## config.mk

```make
export PLATFORM = sky130hd
export DESIGN_NAME = wb_write_scheduler
export DESIGN_NICKNAME = d
export VERILOG_FILES = /design/src/rtl/wb_write_scheduler.sv
export SDC_FILE = /design/constraint.sdc
export NUM_CORES = 1
export LEC_CHECK = 0
export CAP_MARGIN = 40
export CORE_MARGIN = 4
export CORE_UTILIZATION = 55
export CTS_BUF_LIST = sky130_fd_sc_hd__clkbuf_2 sky130_fd_sc_hd__clkbuf_4 sky130_fd_sc_hd__clkbuf_8
export CTS_CLUSTER_DIAMETER = 30
export DETAILED_ROUTE_END_ITERATION = 6
export PLACE_DENSITY = 0.8
export SLEW_MARGIN = 25
export SYNTH_ARGS = -nofsm -noshare
export SYNTH_HDL_FRONTEND = slang
export SYNTH_SLANG_ARGS = --single-unit
```

## constraint.sdc

```tcl
create_clock -name Clk -period 8.99 [get_ports Clk]
set_input_delay 1.3485 -clock Clk [delete_from_list [all_inputs] [get_ports Clk]]
set_output_delay 1.3485 -clock Clk [all_outputs]
set_load 0.03 [all_outputs]
```

## src/rtl/wb_write_scheduler.sv

```systemverilog
// ---------------------------------------------------------------------------
// wb_write_scheduler
//   Write-back scheduler sitting directly in front of the dual-write-port
//   register file. Takes up to two results per cycle (ALU = older, load =
//   younger) and maps them onto the two register write ports. Two writes to
//   the same register are never issued in one cycle; the younger one is
//   deferred through an in-order pending FIFO so that per-register program
//   order is preserved. All port outputs are registered (accept in N, write
//   visible in N+1).
//
// Ports
//   Clk, Rst_n          clock (rising edge), asynchronous active-low reset
//   alu_Valid/Addr/Data ALU result (older of the pair)
//   mem_Valid/Addr/Data load result (younger of the pair)
//   wb_Ready            room for two more requests
//   in_Reg, reg_Write   port-0 write data / one-hot enables
//   in_Reg1, reg_Write1 port-1 write data / one-hot enables
//   pend_Count          pending FIFO occupancy
//   ovf_Err             sticky: request seen while wb_Ready was low
// ---------------------------------------------------------------------------
module wb_write_scheduler #(
    parameter int DATA_W     = 16,
    parameter int NREG       = 8,
    parameter int ADDR_W     = 3,
    parameter int FIFO_DEPTH = 4
) (
    input  logic              Clk,
    input  logic              Rst_n,
    input  logic              alu_Valid,
    input  logic [ADDR_W-1:0] alu_Addr,
    input  logic [DATA_W-1:0] alu_Data,
    input  logic              mem_Valid,
    input  logic [ADDR_W-1:0] mem_Addr,
    input  logic [DATA_W-1:0] mem_Data,
    output logic              wb_Ready,
    output logic [DATA_W-1:0] in_Reg,
    output logic [NREG-1:0]   reg_Write,
    output logic [DATA_W-1:0] in_Reg1,
    output logic [NREG-1:0]   reg_Write1,
    output logic [ADDR_W:0]   pend_Count,
    output logic              ovf_Err
);

    localparam int PTR_W = (FIFO_DEPTH > 1) ? $clog2(FIFO_DEPTH) : 1;
    typedef logic [ADDR_W:0] cnt_t;
    typedef logic [PTR_W-1:0] ptr_t;

    // Pending FIFO storage (data only, never reset: occupancy lives in cnt_q)
    logic [ADDR_W-1:0] fifo_addr_q [FIFO_DEPTH];
    logic [DATA_W-1:0] fifo_data_q [FIFO_DEPTH];

    ptr_t              rd_ptr_q, rd_ptr_d, wr_ptr_q, wr_ptr_d;
    ptr_t              sec_ptr, wr_ptr1;
    cnt_t              cnt_q, cnt_d, push_n, pop_n;
    logic              rdy_q, rdy_d, ovf_q, ovf_d;
    logic              acc_alu, acc_mem;
    logic [ADDR_W-1:0] push0_addr, push1_addr;
    logic [DATA_W-1:0] push0_data, push1_data;
    logic [NREG-1:0]   we0_q, we0_d, we1_q, we1_d;
    logic [DATA_W-1:0] dat0_q, dat0_d, dat1_q, dat1_d;

    function automatic ptr_t ptr_inc(input ptr_t p);
        return (p == ptr_t'(FIFO_DEPTH - 1)) ? '0 : p + ptr_t'(1);
    endfunction

    function automatic logic [NREG-1:0] onehot(input logic [ADDR_W-1:0] a);
        return NREG'(1) << a;
    endfunction

    always_comb begin
        acc_alu    = alu_Valid & rdy_q;
        acc_mem    = mem_Valid & rdy_q;
        we0_d      = '0;
        dat0_d     = '0;
        we1_d      = '0;
        dat1_d     = '0;
        push_n     = '0;
        pop_n      = '0;
        push0_addr = alu_Addr;
        push0_data = alu_Data;
        push1_addr = mem_Addr;
        push1_data = mem_Data;
        sec_ptr    = ptr_inc(rd_ptr_q);
        wr_ptr1    = ptr_inc(wr_ptr_q);

        if (cnt_q == '0) begin
            // Bypass: issue straight to the ports, defer only a same-register load
            if (acc_alu) begin
                we0_d  = onehot(alu_Addr);
                dat0_d = alu_Data;
                if (acc_mem) begin
                    if (mem_Addr != alu_Addr) begin
                        we1_d  = onehot(mem_Addr);
                        dat1_d = mem_Data;
                    end else begin
                        push0_addr = mem_Addr;
                        push0_data = mem_Data;
                        push_n     = cnt_t'(1);
                    end
                end
            end else if (acc_mem) begin
                we0_d  = onehot(mem_Addr);
                dat0_d = mem_Data;
            end
        end else begin
            // Drain: older queued writes go first, new arrivals queue behind them
            we0_d  = onehot(fifo_addr_q[rd_ptr_q]);
            dat0_d = fifo_data_q[rd_ptr_q];
            pop_n  = cnt_t'(1);
            if (cnt_q >= cnt_t'(2) && fifo_addr_q[sec_ptr] != fifo_addr_q[rd_ptr_q]) begin
                we1_d  = onehot(fifo_addr_q[sec_ptr]);
                dat1_d = fifo_data_q[sec_ptr];
                pop_n  = cnt_t'(2);
            end
            if (acc_alu && acc_mem) begin
                push_n = cnt_t'(2);
            end else if (acc_alu) begin
                push_n = cnt_t'(1);
            end else if (acc_mem) begin
                push0_addr = mem_Addr;
                push0_data = mem_Data;
                push_n     = cnt_t'(1);
            end
        end

        cnt_d = cnt_q - pop_n + push_n;

        case (pop_n)
            cnt_t'(1): rd_ptr_d = sec_ptr;
            cnt_t'(2): rd_ptr_d = ptr_inc(sec_ptr);
            default:   rd_ptr_d = rd_ptr_q;
        endcase
        case (push_n)
            cnt_t'(1): wr_ptr_d = wr_ptr1;
            cnt_t'(2): wr_ptr_d = ptr_inc(wr_ptr1);
            default:   wr_ptr_d = wr_ptr_q;
        endcase

        rdy_d = (int'(cnt_d) + 2) <= FIFO_DEPTH;
        ovf_d = ovf_q | ((alu_Valid | mem_Valid) & ~rdy_q);
    end

    // Registered port outputs and FIFO control
    always_ff @(posedge Clk or negedge Rst_n) begin
        if (!Rst_n) begin
            rd_ptr_q <= '0;
            wr_ptr_q <= '0;
            cnt_q    <= '0;
            rdy_q    <= 1'b1;
            ovf_q    <= 1'b0;
            we0_q    <= '0;
            dat0_q   <= '0;
            we1_q    <= '0;
            dat1_q   <= '0;
        end else begin
            rd_ptr_q <= rd_ptr_d;
            wr_ptr_q <= wr_ptr_d;
            cnt_q    <= cnt_d;
            rdy_q    <= rdy_d;
            ovf_q    <= ovf_d;
            we0_q    <= we0_d;
            dat0_q   <= dat0_d;
            we1_q    <= we1_d;
            dat1_q   <= dat1_d;
        end
    end

    always_ff @(posedge Clk) begin
        if (push_n != '0) begin
            fifo_addr_q[wr_ptr_q] <= push0_addr;
            fifo_data_q[wr_ptr_q] <= push0_data;
        end
        if (push_n == cnt_t'(2)) begin
            fifo_addr_q[wr_ptr1] <= push1_addr;
            fifo_data_q[wr_ptr1] <= push1_data;
        end
    end

    assign wb_Ready   = rdy_q;
    assign in_Reg     = dat0_q;
    assign reg_Write  = we0_q;
    assign in_Reg1    = dat1_q;
    assign reg_Write1 = we1_q;
    assign pend_Count = cnt_q;
    assign ovf_Err    = ovf_q;

endmodule

```

==> impl_metrics.ini <==
[logic_synthesis]
ys_seq_elements = 134
yosysUniqueCellTypes = 53
syn_inst = 508
ys_warn_count = 0
syn_area_um2 = 7190
syn_nets = 570
synth-edff-count = 76
synth.avg_cell_area_um2 = 14.1
async_flop_share = 0.433
synth_ff_type = edfxtp_1
yosysSeqAreaShare = 0.520

[sta]
slew_headroom = 0.425
min_period_ns = 4.89
setup_tns_ns = 0
setup_viol = 0
worstMarginPinSlew_ns = 0.859
hold_viol_final = 0
slew_viol_final = 0
fmax_mhz = 205
rsz0062_at_grt = no
period_share = 0.544
clock_skew_ns = 0.0122

[clock_network]
postCtsSetupRepairBufs = 0
clock-sinks = 134
path_clk_slew_ns = 0.07
clock_latency_ns = 0.45
numCtsBuffers = 17
htree_levels = 4
ctsResizeCount = 0
cts-root-buf = clkbuf_8
cts_tree = yes
holdBufCountCts = 0
cts_buffer_depth = 2

[floorplan]
ios = 96
die_area_um2 = 15000
chipHeight_um = 122
die_width_um = 122
rows = 41
core-area_um2 = 12700
start_util = 0.565

[power_and_ir_drop]
power.total_mw = 3.38
irDropWorstVdd_mv = 0.177
power_density_nw_per_um2 = 385
leakage_nw = 3.36

[route]
ant_nets = 0
routed_wl_mm = 17.7
avgViaCountPerCell = 6.24
wl_per_cell_um = 22.3
drc = 0
first_pass_iters = 5
num_vias = 4949
met1_length_mm = 6.66
drtIter0Drc = 590
routed-wl-met3_mm = 1.53
highest_layer = met4
route.met2.wl_mm = 9.06

[setup_path]
startpoint_type = register
r2r_cells = 15
end_kind = register
crit_type = register to register
critical_path_arrival_ns = 5.23
r2r_slack_ns = 4.10
worst-path-max-fanout = 21
cp.required_ns = 9.33

[hold_path]
hp-class = register to register
hold_depth = 1

[place]
routabilityCongestion = 0.881
dp_hpwl_mm = 11.6
place_area_um2 = 8360
portBuffers = 95

[grt]
gr-total-overflow = 0
grt_max_degree = 59
grt_usage = 0.250
antenna_found_initial = 0
grt_first_pass_wirelength_mm = 27.6
grt_pass1_vias = 5099

[final_layout]
fillers = 922
fin_nets = 670
design_area_um2 = 8780
most-common-layout-cells = 94 x clkdlybuf4s50_1, 76 x edfxtp_1, 57 x dfrtp_1
antenna_cells = 0
area_growth_syn_to_layout_pct = 22.1
drive_above_1_share = 0.211
final_common_cell = clkdlybuf4s50_1

[run_status]
status = complete, no violations

[run]
maxCapViolCount = 0
-- path summary, 6_finish.rpt --
kind	start	to
setup / recovery	rd_ptr_q[1]	wb_Ready
hold / removal	ovf_Err	ovf_Err
setup reg to reg	rd_ptr_q[1]	wb_Ready
hold reg to reg	ovf_Err	ovf_Err
max in group asynchronous	Rst_n	wb_Ready
min in group asynchronous	Rst_n	wr_ptr_q[0]
-- where the power goes --
group	switching [mW]	internal, mW	total (mW)
logic	1.09	0.858	1.94
clock network	0.226	0.262	0.488
registers	0.0701	0.879	0.949
-- metal layers --
metal  track usage  vias to the layer above
li1              -                     2179
met1         0.314                     2478
met2         0.414                      253
met3        0.0622                       39
met4         0.106                        0
met5             0                        -
-- state kept, by name, indices dropped and copies added, names as in the netlist --
signal       cells
fifo_addr_q     12
fifo_data_q     64
rd_ptr_q         2
in_Reg          16
ovf_Err          1
wr_ptr_q         2
pend_Count       4
wb_Ready         1
reg_Write        8
in_Reg1         16
reg_Write1       8
-- final cells by class --
cell class	count	area, um2	area share
Sequential cell	134	3730	0.426
Multi-Input combinational cell	324	3240	0.369
Timing Repair Buffer	112	1130	0.129
Clock buffer	23	279	0.0318
Tap cell	172	215	0.0245
Clock inverter	9	104	0.0118
Inverter	19	71.3	0.00813
-- through the flow --
stage	hold slack, ns	setup slack [ns]	instances	util
floorplan	0.589	4.63	508	-
global placement	0.495	3.37	752	0.649
detailed placement	0.492	3.98	759	0.657
CTS	0.512	3.95	791	0.687
global route	0.546	3.80	793	0.690
finish	0.514	4.10	793	0.690
-- cells in the mapped netlist (all sizes together) (5+ instances only) --
master / n / area, um2
edfxtp: 76 / 2280
mux2: 76 / 856
dfrtp: 57 / 1430
nand2: 44 / 165
mux4: 38 / 882
o21ai: 24 / 128
inv: 19 / 71.3
buf: 18 / 121
ha: 18 / 225
a22oi: 17 / 128
a22o: 16 / 140
nor2: 16 / 86.3
o22ai: 15 / 93.8
clkbuf: 13 / 48.8
nand2b: 9 / 56.3
nand3: 6 / 30.0
xnor2: 6 / 97.6
a21oi: 5 / 25.0
-- cells by family (layout without fill, tap and decap cells) --
| group | after synthesis | after routing | synth area share |
|---|---|---|---|
| AOI/OAI and AO/OA | 94 | 94 | 0.0926 |
| xor gates and xnor gates | 9 | 9 | 0.0172 |
| adders and majority gates | 20 | 20 | 0.0369 |
| buffers and inverters | 50 | 163 | 0.0336 |
| DFF | 134 | 134 | 0.520 |
| muxes | 114 | 114 | 0.242 |
| and+or+nand+nor | 87 | 87 | 0.0581 |
-- critical path, cell delays in order, from the launching register on --
cell and delay (ns):
dfrtp_1 0.36, buf_4 0.24, ha_1 0.31, nor2_8 0.46, mux4_2 0.69, xnor2_4 0.20
a31oi_4 0.39, buf_8 0.24, nor2_1 0.06, ha_1 0.29, inv_1 0.04, ha_1 0.20
fa_1 0.38, xor2_1 0.29, ha_1 0.28, a221oi_1 0.32
(Power assumes the default switching activity.)
